$ cat src/rtl/bsg_manycore_ret_endpoint_if.sv
// Valid/ready channel carrying one return packet.
// Ports (modports):
//   master : drives v/data, samples ready  (packet producer)
//   slave  : samples v/data, drives ready  (packet consumer)
interface bsg_manycore_ret_endpoint_if #(
    parameter int unsigned width_p = 15
);
    logic               v;
    logic [width_p-1:0] data;
    logic               ready;

    modport master (output v, output data, input ready);
    modport slave  (input v, input data, output ready);
endinterface

$ cat src/rtl/bsg_manycore_ret_endpoint.sv
// Return-network endpoint for a manycore tile.
// Queues return packets for incoming remote stores the local proc has
// consumed, tracks outstanding outgoing remote stores as a credit count, and
// records the status of the most recent return received.
// Ports:
//   clk_i, reset_i          clock, synchronous active-high reset
//   req_done_*              local proc finished one incoming store (src x/y, status)
//   req_done_ready_o        return queue not full
//   ret_out (master)        return packets toward the return-router proc port
//   ret_in  (slave)         return packets arriving from the return router (always sunk)
//   out_v_i                 one outgoing remote store handed to the request router
//   out_credits_o           outstanding store count
//   out_credit_avail_o      count below max_out_credits_p
//   all_done_o              no outstanding stores and own queue empty
//   last_status_o           status of the latest received return
//   err_o                   sticky protocol error
module bsg_manycore_ret_endpoint #(
    parameter int unsigned x_cord_width_p    = 5,
    parameter int unsigned y_cord_width_p    = 5,
    parameter int unsigned max_out_credits_p = 16,
    parameter int unsigned ret_fifo_els_p    = 2,
    localparam int unsigned ret_packet_width_lp = 5 + x_cord_width_p + y_cord_width_p,
    localparam int unsigned credit_width_lp     = $clog2(max_out_credits_p + 1)
) (
    input  logic                       clk_i,
    input  logic                       reset_i,

    input  logic                       req_done_v_i,
    input  logic [x_cord_width_p-1:0]  req_src_x_i,
    input  logic [y_cord_width_p-1:0]  req_src_y_i,
    input  logic [4:0]                 req_status_i,
    output logic                       req_done_ready_o,

    bsg_manycore_ret_endpoint_if.master ret_out,
    bsg_manycore_ret_endpoint_if.slave  ret_in,

    input  logic                       out_v_i,
    output logic [credit_width_lp-1:0] out_credits_o,
    output logic                       out_credit_avail_o,
    output logic                       all_done_o,
    output logic [4:0]                 last_status_o,
    output logic                       err_o
);

    localparam int unsigned ptr_width_lp = (ret_fifo_els_p > 1) ? $clog2(ret_fifo_els_p) : 1;
    localparam int unsigned cnt_width_lp = $clog2(ret_fifo_els_p + 1);

    logic [ret_packet_width_lp-1:0] mem [ret_fifo_els_p];
    logic [ptr_width_lp-1:0]        rd_ptr;
    logic [ptr_width_lp-1:0]        wr_ptr;
    logic [cnt_width_lp-1:0]        fifo_cnt;

    logic fifo_full;
    logic fifo_empty;
    logic enq;
    logic deq;

    // Ring-pointer advance; depth need not be a power of two.
    function automatic logic [ptr_width_lp-1:0] next_ptr(input logic [ptr_width_lp-1:0] p);
        return (p == ptr_width_lp'(ret_fifo_els_p - 1)) ? '0 : p + ptr_width_lp'(1);
    endfunction

    // Full is taken from the registered count only, so a dequeue in the same
    // cycle never opens a slot for an enqueue and ready never depends on ret_out.ready.
    assign fifo_full  = (fifo_cnt == cnt_width_lp'(ret_fifo_els_p));
    assign fifo_empty = (fifo_cnt == '0);
    assign enq        = req_done_v_i & ~fifo_full;
    assign deq        = ~fifo_empty & ret_out.ready;

    assign req_done_ready_o = ~fifo_full;
    assign ret_out.v        = ~fifo_empty;
    assign ret_out.data     = mem[rd_ptr];
    assign ret_in.ready     = 1'b1;

    // Queue storage; contents are don't-care while the count says empty.
    always_ff @(posedge clk_i) begin
        if (enq) begin
            mem[wr_ptr] <= {req_status_i, req_src_y_i, req_src_x_i};
        end
    end

    // Queue pointers and occupancy.
    always_ff @(posedge clk_i) begin
        if (reset_i) begin
            rd_ptr   <= '0;
            wr_ptr   <= '0;
            fifo_cnt <= '0;
        end else begin
            if (enq) wr_ptr <= next_ptr(wr_ptr);
            if (deq) rd_ptr <= next_ptr(rd_ptr);
            case ({enq, deq})
                2'b10:   fifo_cnt <= fifo_cnt + cnt_width_lp'(1);
                2'b01:   fifo_cnt <= fifo_cnt - cnt_width_lp'(1);
                default: fifo_cnt <= fifo_cnt;
            endcase
        end
    end

    // Outstanding-store credits, last return status and sticky error.
    always_ff @(posedge clk_i) begin
        if (reset_i) begin
            out_credits_o <= '0;
            last_status_o <= '0;
            err_o         <= 1'b0;
        end else begin
            if (ret_in.v) begin
                last_status_o <= ret_in.data[ret_packet_width_lp-1 -: 5];
            end
            if (out_v_i & ~ret_in.v) begin
                if (out_credits_o == credit_width_lp'(max_out_credits_p)) err_o <= 1'b1;
                else out_credits_o <= out_credits_o + credit_width_lp'(1);
            end
            if (ret_in.v & ~out_v_i) begin
                if (out_credits_o == '0) err_o <= 1'b1;
                else out_credits_o <= out_credits_o - credit_width_lp'(1);
            end
            if (req_done_v_i & fifo_full) begin
                err_o <= 1'b1;
            end
        end
    end

    assign out_credit_avail_o = (out_credits_o < credit_width_lp'(max_out_credits_p));
    assign all_done_o         = (out_credits_o == '0) & fifo_empty;

endmodule

$ cat src/flat_wrapper.sv
// flat-port wrapper written by rule: the top's interface ports become plain ports
module bsg_manycore_ret_endpoint_flat 
#(
    parameter int unsigned x_cord_width_p    = 5,
    parameter int unsigned y_cord_width_p    = 5,
    parameter int unsigned max_out_credits_p = 16,
    parameter int unsigned ret_fifo_els_p    = 2,
    localparam int unsigned ret_packet_width_lp = 5 + x_cord_width_p + y_cord_width_p,
    localparam int unsigned credit_width_lp     = $clog2(max_out_credits_p + 1)
)
  (clk_i, reset_i, req_done_v_i, req_src_x_i, req_src_y_i, req_status_i, req_done_ready_o, out_v_i, out_credits_o, out_credit_avail_o, all_done_o, last_status_o, err_o, ret_out_v, ret_out_data, ret_out_ready, ret_in_v, ret_in_data, ret_in_ready);
  bsg_manycore_ret_endpoint_if #(.width_p((5 + (5) + (5)))) ret_out_i ();
  bsg_manycore_ret_endpoint_if #(.width_p((5 + (5) + (5)))) ret_in_i ();
  input  logic clk_i;
  input  logic reset_i;
  input  logic req_done_v_i;
  input  logic [x_cord_width_p-1:0] req_src_x_i;
  input  logic [y_cord_width_p-1:0] req_src_y_i;
  input  logic [4:0] req_status_i;
  output logic req_done_ready_o;
  input  logic out_v_i;
  output logic [credit_width_lp-1:0] out_credits_o;
  output logic out_credit_avail_o;
  output logic all_done_o;
  output logic [4:0] last_status_o;
  output logic err_o;
  output wire logic [$bits(ret_out_i.v)-1:0] ret_out_v;
  output wire logic [$bits(ret_out_i.data)-1:0] ret_out_data;
  input wire logic [$bits(ret_out_i.ready)-1:0] ret_out_ready;
  input wire logic [$bits(ret_in_i.v)-1:0] ret_in_v;
  input wire logic [$bits(ret_in_i.data)-1:0] ret_in_data;
  output wire logic [$bits(ret_in_i.ready)-1:0] ret_in_ready;
  assign ret_out_v = ret_out_i.v;
  assign ret_out_data = ret_out_i.data;
  assign ret_out_i.ready = ret_out_ready;
  assign ret_in_i.v = ret_in_v;
  assign ret_in_i.data = ret_in_data;
  assign ret_in_ready = ret_in_i.ready;
  bsg_manycore_ret_endpoint #(.x_cord_width_p(x_cord_width_p), .y_cord_width_p(y_cord_width_p), .max_out_credits_p(max_out_credits_p), .ret_fifo_els_p(ret_fifo_els_p)) u_core (.clk_i(clk_i), .reset_i(reset_i), .req_done_v_i(req_done_v_i), .req_src_x_i(req_src_x_i), .req_src_y_i(req_src_y_i), .req_status_i(req_status_i), .req_done_ready_o(req_done_ready_o), .ret_out(ret_out_i), .ret_in(ret_in_i), .out_v_i(out_v_i), .out_credits_o(out_credits_o), .out_credit_avail_o(out_credit_avail_o), .all_done_o(all_done_o), .last_status_o(last_status_o), .err_o(err_o));
endmodule
$ cat config.mk
export PLATFORM = sky130hd
export DESIGN_NAME = bsg_manycore_ret_endpoint_flat
export DESIGN_NICKNAME = d
export VERILOG_FILES = /design/src/rtl/bsg_manycore_ret_endpoint_if.sv /design/src/rtl/bsg_manycore_ret_endpoint.sv /design/src/flat_wrapper.sv
export SDC_FILE = /design/constraint.sdc
export NUM_CORES = 1
export LEC_CHECK = 0
export ABC_AREA = 0
export CORE_UTILIZATION = 45
export CTS_CLUSTER_SIZE = 14
export DETAILED_ROUTE_END_ITERATION = 12
export GPL_ROUTABILITY_DRIVEN = 0
export PLACE_DENSITY = 0.77
export SKIP_CTS_REPAIR_TIMING = 1
export SYNTH_ARGS = -nofsm -noshare
export SYNTH_HDL_FRONTEND = slang
export SYNTH_SLANG_ARGS = --single-unit
$ cat constraint.sdc
create_clock -name clk_i -period 1.91 [get_ports clk_i]
set_input_delay 0.382 -clock clk_i [delete_from_list [all_inputs] [get_ports clk_i]]
set_output_delay 0.382 -clock clk_i [all_outputs]
set_load 0.02 [all_outputs]
== After elaboration in Yosys (flattened, before gate mapping) ==
Memories as Yosys holds them, arrays and structs flattened. A register that Yosys moved wholly into a read port is not among the register bits.
Cells that the tools add are included.

* Output and inout bits: 31
* Bits in registers: 15
* Bits of input ports: 36
* Word-level logic and storage cells: 47
* Memories: 1
* Bits in writable memories: 30

* Bitwise gates (word level): 10
* Add/subtract/negate cells: 6
* Muxes and demuxes: 16
* Magnitude comparators: 1
* Equality and inequality tests: 4
* Reductions and logical operators: 3

{| class="wikitable"
|+ Memories
! name !! words !! bits a word !! read ports !! clocked after memory_dff !! write ports !! RTL line !! source
|-
| u_core.mem || 2 || 15 || 1 || 1 || 1 || bsg_manycore_ret_endpoint.sv:48 || <nowiki>logic [ret_packet_width_lp-1:0] mem [ret_fifo_els_p];</nowiki>
|}

{| class="wikitable"
|+ Operators by type and width
! cell !! number
|-
| $mux 5 || 4
|-
| $mux 1 || 11
|-
| $and 1x1->1 || 6
|-
| $add 5x1->5 const B || 1
|-
| $eq 5x5->1 const B || 1
|-
| $logic_not 5->1 || 1
|-
| $lt 5x5->1 const B || 1
|-
| $sub 5x1->5 const B || 1
|-
| $eq 2x2->1 const B || 2
|-
| $not 1->1 || 4
|-
| $pmux 2 s2 || 1
|-
| $add 1x1->1 const B || 2
|-
| $add 2x1->2 const B || 1
|-
| $eq 2x1->1 const B || 1
|-
| $logic_not 2->1 || 1
|-
| $reduce_bool 2->1 || 1
|-
| $sub 2x1->2 const B || 1
|}

== Longest topological paths before layout ==
Gate-level depths: netlist of the first run.

* Depth in word-level cells: 6
* Depth in mapped cells: 6
* Depth with buffers taken out: 6

== Least setup slack after synthesis of the first run ==
OpenSTA, ideal clock, no wires.

* Path type: reg2reg
* Start point: register u_core.fifo_cnt[0]
* End point: memory u_core.mem[0][0] (netlist bit), enable pin
* Required time: 1.524 ns
* Period minus slack after synthesis: 1.851 ns
* Setup slack: 0.059 ns
* Buffers on the path: 0
* Cell stages (with the launch flop): 4
* Arrival: 1.464 ns
* Setup time: 0.386 ns
* Path through: dfxtp_1 nand2b_1 nand2_1 nor2_1

* Cells in the longest elaborated chain, start to end: 5

{| class="wikitable"
|+ Ends and longest elaborated chain
! item !! RTL line !! source
|-
| start, declared || bsg_manycore_ret_endpoint.sv:51 || <nowiki>logic [cnt_width_lp-1:0] fifo_cnt;</nowiki>
|-
| start signal, assigned || bsg_manycore_ret_endpoint.sv:92 || <nowiki>2'b10: fifo_cnt <= fifo_cnt + cnt_width_lp'(1);</nowiki>
|-
| start signal, assigned || bsg_manycore_ret_endpoint.sv:93 || <nowiki>2'b01: fifo_cnt <= fifo_cnt - cnt_width_lp'(1);</nowiki>
|-
| start signal, assigned || bsg_manycore_ret_endpoint.sv:94 || <nowiki>default: fifo_cnt <= fifo_cnt;</nowiki>
|-
| $eq 2x2->1 || bsg_manycore_ret_endpoint.sv:65 || <nowiki>assign fifo_full = (fifo_cnt == cnt_width_lp'(ret_fifo_els_p));</nowiki>
|-
| $not 1->1 || - ||
|-
| net req_done_ready_o || flat_wrapper.sv:20 || <nowiki>output logic req_done_ready_o;</nowiki>
|-
| $and 1x1->1 || bsg_manycore_ret_endpoint.sv:67 || <nowiki>assign enq = req_done_v_i & ~fifo_full;</nowiki>
|-
| $mux 1 || bsg_manycore_ret_endpoint.sv:77 || <nowiki>if (enq) begin</nowiki>
|-
| $mux 1 (not written as such) || bsg_manycore_ret_endpoint.sv:78 || <nowiki>mem[wr_ptr] <= {req_status_i, req_src_y_i, req_src_x_i};</nowiki>
|-
| end, declared || bsg_manycore_ret_endpoint.sv:48 ||
|}

The timed path passes the listed nets, and every way through them passes these cells.

== Worst setup path after layout of the first run ==
* Start point: register u_core.out_credits_o[4]
* End point: output port out_credits_o[4]

{| class="wikitable"
|+ RTL lines
! item !! RTL line !! source
|-
| start, declared || bsg_manycore_ret_endpoint.sv:38 || <nowiki>output logic [credit_width_lp-1:0] out_credits_o,</nowiki>
|-
| start signal, assigned || bsg_manycore_ret_endpoint.sv:111 || <nowiki>else out_credits_o <= out_credits_o + credit_width_lp'(1);</nowiki>
|-
| start signal, assigned || bsg_manycore_ret_endpoint.sv:115 || <nowiki>else out_credits_o <= out_credits_o - credit_width_lp'(1);</nowiki>
|-
| end, declared || flat_wrapper.sv:22 || <nowiki>output logic [credit_width_lp-1:0] out_credits_o;</nowiki>
|}

No word-level cell between the ends.

==> results of run 1 <==
-- kinds of logic (layout without fill, tap and decap cells) --
kind of cell / Yosys count / count (layout) / share of synthesized area
flops: 46 / 46 / 0.6277
simple gates: 38 / 38 / 0.1080
mux: 21 / 21 / 0.1183
compound gates: 18 / 18 / 0.06559
buf+inv: 15 / 84 / 0.03666
xor+xnor: 5 / 5 / 0.02251
fa+ha+maj: 3 / 3 / 0.01929
other cells: 1 / 1 / 0.001927
-- placed cells by master (no fill, tap or decap), drive strengths merged, types with 3 or more instances in the layout --
master	Yosys	final
clkdlybuf4s50	0	37
edfxtp	30	30
dlymetal6s2s	0	17
nor2	16	16
dfxtp	16	16
mux2	16	16
buf	5	16
inv	7	7
mux2i	5	5
clkbuf	3	5
nand2b	4	4
o21ai	4	4
nand2	3	3
xnor2	3	3
nor3	3	3
a21oi	3	3
ha	3	3
-- layout make-up --
class / instances / area share
clock buffers: 5 / 0.02480
clock inverters: 2 / 0.003607
inverters: 7 / 0.009468
multi-input cells: 86 / 0.2372
flip-flops and latches: 46 / 0.4400
well taps: 50 / 0.02254
repair buffers: 70 / 0.2624
-- worst min path at each step --
stage                     slack, ps  cells after the start                       to               startpoint
final                           500                      2  u_core.last_status_o[0]  u_core.last_status_o[0]
after global routing            540                      2             u_core.err_o             u_core.err_o
after CTS                       510                      2  u_core.last_status_o[0]  u_core.last_status_o[0]
after detailed placement        490                      2             u_core.err_o             u_core.err_o
after global placement          480                      2  u_core.last_status_o[2]  u_core.last_status_o[2]
after floorplan                 470                      2       u_core.fifo_cnt[1]       u_core.fifo_cnt[1]
-- flip-flops by register name (all words and copies together) (netlist names), named ones only --
name                  count
u_core.err_o              1
u_core.mem               30
u_core.out_credits_o      5
u_core.rd_ptr             1
u_core.last_status_o      5
u_core.fifo_cnt           2
u_core.wr_ptr             1
-- metrics by stage --
stage | total power [mW] | cells | hold WS [ps] | setup slack, ps | TNS [ps]
2_1_floorplan | 2.101 | 147 | 466.8 | 59.11 | 0
3_3_place_gp | 2.694 | 259 | 476.9 | 16.89 | 0
3_5_place_dp | 2.751 | 259 | 490.4 | -22.41 | -29.07
4_1_cts | 3.311 | 266 | 509.0 | -365.2 | -3019
5_1_grt | 3.420 | 266 | 544.6 | 10.43 | 0
6_report | 3.248 | 266 | 502.3 | 61.18 | 0
-- power by group through the flow --
stage	combinational, mW	clock (mW)	sequential, mW
floorplan	0.729	0	1.37
global placement	1.36	0	1.34
detailed placement	1.40	0	1.35
CTS	1.42	0.568	1.33
global route	1.47	0.603	1.34
finish	1.37	0.551	1.33
-- metal layers --
layer,GRT usage,part of all wire,up-vias
met2,0.3416,0.51,49
met1,0.2070,0.41,663
met4,0.05585,0.0044,0
li1,-,-,666
met3,0.07264,0.077,2
met5,0,0,-
-- critical path: cells and delay by family (launching register included) --
family / cells / cell delay, ps
DFF: 1 / 400
buffers and inverters: 2 / 790
==> results.json, run 1 <==
{
  "status": "completed",
  "port-buffer-count": 55,
  "flow.area_growth_from_synthesis_pct": 42.64,
  "synth_area_sq_um": 1946,
  "sum_of_routed_wire_length_over_all_layers_mm": 4.067,
  "r2r-end": "u_core.fifo_cnt[1]",
  "slew_headroom": 0.5880,
  "cts-root-to-sink-buffers": 2,
  "synthTopCellsByArea": "sky130_fd_sc_hd__edfxtp_1 46%, sky130_fd_sc_hd__dfxtp_1 16%, sky130_fd_sc_hd__mux2_2 8.7%",
  "globalRouteTotalUtil": 0.1912,
  "antenna_violating_nets_post_route": 0,
  "placed_cell_area_sq_um": 2651,
  "worst-setup-path-type": "flip-flop to output pin",
  "drt-initial-drc-count": 60,
  "rsz0062_at_grt": "false",
  "syn-mean-instance-area_sq_um": 13.24,
  "flip_flop_and_latch_count_after_synthesis": 46,
  "pwr-share-seq": 0.408,
  "drtPass1Iterations": 4,
  "finClkSkew_ps": 4.539,
  "initial_core_util": 0.4761,
  "drive_above_1_share": 0.2037,
  "power_density_nw_per_um2": 1171,
  "floorplan.die.width_um": 67.76,
  "share_clk_of_total_power": 0.170,
  "rr_worst_depth": 5,
  "first_pass_grt_wire_length_mm": 6.320,
  "total_switching_power_mw": 1.050,
  "core.rowCount": 23,
  "grt_remaining_overflow": 0,
  "num_vias": 1380,
  "critical_path.slowest_cell": "sky130_fd_sc_hd__clkdlybuf4s50_1",
  "core_region_area_sq_um": 4086,
  "synth_cell_type_count": 39,
  "synth.cells.most_frequent": "30 x sky130_fd_sc_hd__edfxtp_1, 16 x sky130_fd_sc_hd__dfxtp_1, 16 x sky130_fd_sc_hd__nor2_1",
  "yosys_warnings": 0,
  "ctsRootBufferMaster": "sky130_fd_sc_hd__clkbuf_8",
  "dp.final_hpwl_mm": 2.906,
  "power.share.combinational": 0.422,
  "r2r_start": "u_core.fifo_cnt[0]",
  "yosysMostFrequentCell": "sky130_fd_sc_hd__edfxtp_1",
  "seqCellArea_sq_um": 1221,
  "synthCells": 147,
  "antenna_cells": 0,
  "antenna_found_initial": 0,
  "power.ir.vdd_worst_uv": 852.3,
  "finalWorstPathRequiredPeriod_ps": 1849,
  "die_y_um": 67.76,
  "crit_path_end_kind": "output pin",
  "design.die.area_sq_um": 4591,
  "cp_data_required_time_ps": 1530,
  "worstSkewPairLatency_ps": 290,
  "synth_sequential_area_ratio": 0.6277,
  "vias_per_cell": 5.188,
  "final_hold_viol_count": 0,
  "synthArstFlopShare": 0,
  "cts_buffers": 5,
  "layout.filler_cells": 291,
  "synthesis.nets": 186,
  "grt_start_max_net_pins": 17,
  "grt_pass1_vias": 1426,
  "cts_htree_levels": 2,
  "worstSetupStartpoint": "u_core.out_credits_o[4]",
  "multiInputGateArea_sq_um": 658.1,
  "post_route_clock_period_utilization": 0.9680,
  "drt_drc_violations_left": 0,
  "total_of_endpoints_with_negative_setup_slack_in_the_final_report": 0,
  "synth_enable_flop_cells": 30,
  "crit_fanout": 9,
  "finish.net_count": 255,
  "slack_of_the_worst_reg_to_reg_path_ps": 160,
  "holdCritPathClass": "flip-flop to flip-flop",
  "final_cell_area_sq_um": 2775,
  "synth.largest_area_cell": "sky130_fd_sc_hd__edfxtp_1",
  "synth_ff_type": "sky130_fd_sc_hd__edfxtp_1",
  "timing.critical_path.slowest_cell_delay_ps": 610,
  "cap_violations": 0,
  "numClockSinks": 46,
  "crit_path_cell_trace": "buf_4 -> clkdlybuf4s50_1",
  "max_slew_violation_count": 0,
  "startpoint_class": "flip-flop",
  "cts.reportedPaths.clkPinSlew_ps": 80,
  "worst_ep_arrival_time_ps": 1470,
  "wl_per_cell_um": 15.29,
  "finalCoreUtilization": 0.6791,
  "power.leakage_nw": 1.165,
  "endpoint": "out_credits_o[4]",
  "tightest_slew_ps": 616.0,
  "cell_internal_pwr_mw": 2.198,
  "switching_share": 0.3234,
  "maxClockFrequency_ghz": 0.5409,
  "boundaryPins": 67,
  "synth_largest_type_area_fraction": 0.4630,
  "cts_tree": "built"
}
Power figures use the tool's default switching activity.
==> inputs of run 2 (changes only) <==
--- a/config.mk
+++ b/config.mk
@@ -11,6 +11,7 @@
 export DETAILED_ROUTE_END_ITERATION = 12
 export GPL_ROUTABILITY_DRIVEN = 0
 export PLACE_DENSITY = 0.77
+export SETUP_SLACK_MARGIN = 0.2
 export SKIP_CTS_REPAIR_TIMING = 1
 export SYNTH_ARGS = -nofsm -noshare
 export SYNTH_HDL_FRONTEND = slang
==> run 2 against run 1 <==
Critical path depth is 3 higher. Wire length is 0.37% higher. Combinational power is 9% higher. Total power is 4.7% higher. Largest cell class unchanged. Largest power group unchanged. Highest routed layer unchanged.
==> results.json, run 2 (same netlist as run 1, synthesis figures left out) <==
{
  "worstHoldStart": "u_core.last_status_o[4]",
  "finish.net_count": 259,
  "tightest_slew_ps": 613.5,
  "crit_fanout": 5,
  "dp.final_hpwl_mm": 2.903,
  "cp_data_required_time_ps": 1530,
  "power.ir.vdd_worst_uv": 856.2,
  "slew_headroom": 0.5897,
  "numClockSinks": 46,
  "finalSetupTns_ps": 0,
  "holdCritPathClass": "flip-flop to flip-flop",
  "r2r_start": "u_core.fifo_cnt[0]",
  "flow.area_growth_from_synthesis_pct": 44.82,
  "vias_per_cell": 5.159,
  "final_cell_area_sq_um": 2818,
  "worstSkewPairLatency_ps": 290,
  "num_vias": 1398,
  "p_total_mw": 3.401,
  "cts_buffers": 5,
  "finalWorstPathRequiredPeriod_ps": 1781,
  "startpoint_class": "flip-flop",
  "layout.filler_cells": 296,
  "route.met3.wl_um": 269,
  "cts_htree_levels": 2,
  "wl_per_cell_um": 15.06,
  "worstSetupStartpoint": "u_core.out_credits_o[1]",
  "multiInputGateArea_sq_um": 704.4,
  "cap_violations": 0,
  "power.leakage_nw": 1.159,
  "ctsRootBufferMaster": "sky130_fd_sc_hd__clkbuf_8",
  "timing.critical_path.buf_inv": 2,
  "initial_core_util": 0.4761,
  "max_slew_violation_count": 0,
  "boundaryPins": 67,
  "drtPass1Iterations": 4,
  "post_route_clock_period_utilization": 0.9322,
  "drive_above_1_share": 0.3303,
  "design.die.area_sq_um": 4591,
  "maxClockFrequency_ghz": 0.5616,
  "core.rowCount": 23,
  "finalCoreUtilization": 0.6895,
  "finClkSkew_ps": 5.935,
  "cts_tree": "built",
  "die_y_um": 67.76,
  "cts-root-to-sink-buffers": 2,
  "antenna_violating_nets_post_route": 0,
  "grt_remaining_overflow": 0,
  "seqCellArea_sq_um": 1231,
  "timing.hold.ws_ps": 508.3,
  "detailroute.wirelength.met2_mm": 2.126,
  "total_of_endpoints_with_negative_setup_slack_in_the_final_report": 0,
  "critical_path.slowest_cell": "sky130_fd_sc_hd__dfxtp_2",
  "mostFrequentLayoutCell": "sky130_fd_sc_hd__clkdlybuf4s50_1",
  "crit_family": "simple AND/OR/NAND/NOR gates",
  "first_pass_grt_wire_length_mm": 5.934,
  "layout_top_registers": "u_core.mem (30), u_core.last_status_o (5), u_core.out_credits_o (5)",
  "globalRouteTotalUtil": 0.1795,
  "status": "completed",
  "timing.critical_path.slowest_cell_delay_ps": 330,
  "drt-initial-drc-count": 93,
  "grt_pass1_vias": 1380,
  "final_cell_mix": "31 x sky130_fd_sc_hd__clkdlybuf4s50_1, 30 x sky130_fd_sc_hd__edfxtp_1, 17 x sky130_fd_sc_hd__buf_4",
  "rsz0062_at_grt": "true",
  "routed.top_layer": "met4",
  "drt_drc_violations_left": 0,
  "sum_of_routed_wire_length_over_all_layers_mm": 4.082,
  "number_of_flip_flops_under_the_largest_register_name": 30,
  "core_region_area_sq_um": 4086,
  "final_hold_viol_count": 0,
  "grt_start_max_net_pins": 17,
  "crit_path_cell_trace": "inv_2 -> ha_4 -> nor4b_4 -> nor2b_4 -> buf_4",
  "worst-setup-path-type": "flip-flop to output pin",
  "worst_ep_arrival_time_ps": 1400,
  "detail_route.wirelength.met1_mm": 1.661,
  "placed_cell_area_sq_um": 2656,
  "antenna_found_initial": 0,
  "antenna_cells": 0,
  "crit_path_end_kind": "output pin",
  "port-buffer-count": 55,
  "cts.reportedPaths.clkPinSlew_ps": 80,
  "top_register": "u_core.mem",
  "power_density_nw_per_um2": 1207,
  "floorplan.die.width_um": 67.76
}
-- run 2: cell types whose count changed in the layout (fill, tap and decap cells not counted), moves of 3 or more --
cell,previous run,this run
sky130_fd_sc_hd__clkdlybuf4s50_1,37,31
sky130_fd_sc_hd__dfxtp_1,16,12
sky130_fd_sc_hd__buf_4,14,17
sky130_fd_sc_hd__buf_6,0,11
sky130_fd_sc_hd__clkbuf_2,0,4
sky130_fd_sc_hd__dlymetal6s2s_1,17,8
-- run 2: stage by stage --
stage	setup slack, ps	instances
finish	129.5	271
global route	25.98	271
CTS	-483.7	268
detailed placement	-147.6	260
global placement	-64.60	260
floorplan	193.2	147
-- run 2: final cells by class --
class / instances / share of cell area
Clock inverter: 2 / 0.003108
Sequential cell: 46 / 0.4369
Tap cell: 50 / 0.02220
Timing Repair Buffer: 74 / 0.2527
Inverter: 7 / 0.009325
Clock buffer: 6 / 0.02575
Multi-Input combinational cell: 86 / 0.2500
-- run 2: final timing paths --
| path | endpoint | slack, ps | cells past startpoint |
|---|---|---|---|
| max | all_done_o | 130 | 5 |
| min reg2reg | u_core.last_status_o[4] | 510 | 2 |
| min | u_core.last_status_o[4] | 510 | 2 |
| max reg2reg | u_core.fifo_cnt[1] | 230 | 6 |
-- run 2: layer usage --
metal / vias up / global-route usage
li1: 682 / -
met1: 656 / 0.1916
met2: 58 / 0.3168
met3: 2 / 0.07432
met4: 0 / 0.05851
met5: - / 0
-- run 2: report_power, final --
group	internal, mW	switching (mW)	leakage, nW
clock	0.252	0.307	0.0426
sequential	1.27	0.0859	0.414
combinational	0.780	0.710	0.702
total	2.30	1.10	1.16
-- run 2: worst min-delay path, delay by kind of cell (launching register included) --
| family | cells | cell delay, ps |
|---|---|---|
| DFF | 1 | 340 |
| muxes | 1 | 70 |
| and+or+nand+nor | 1 | 70 |
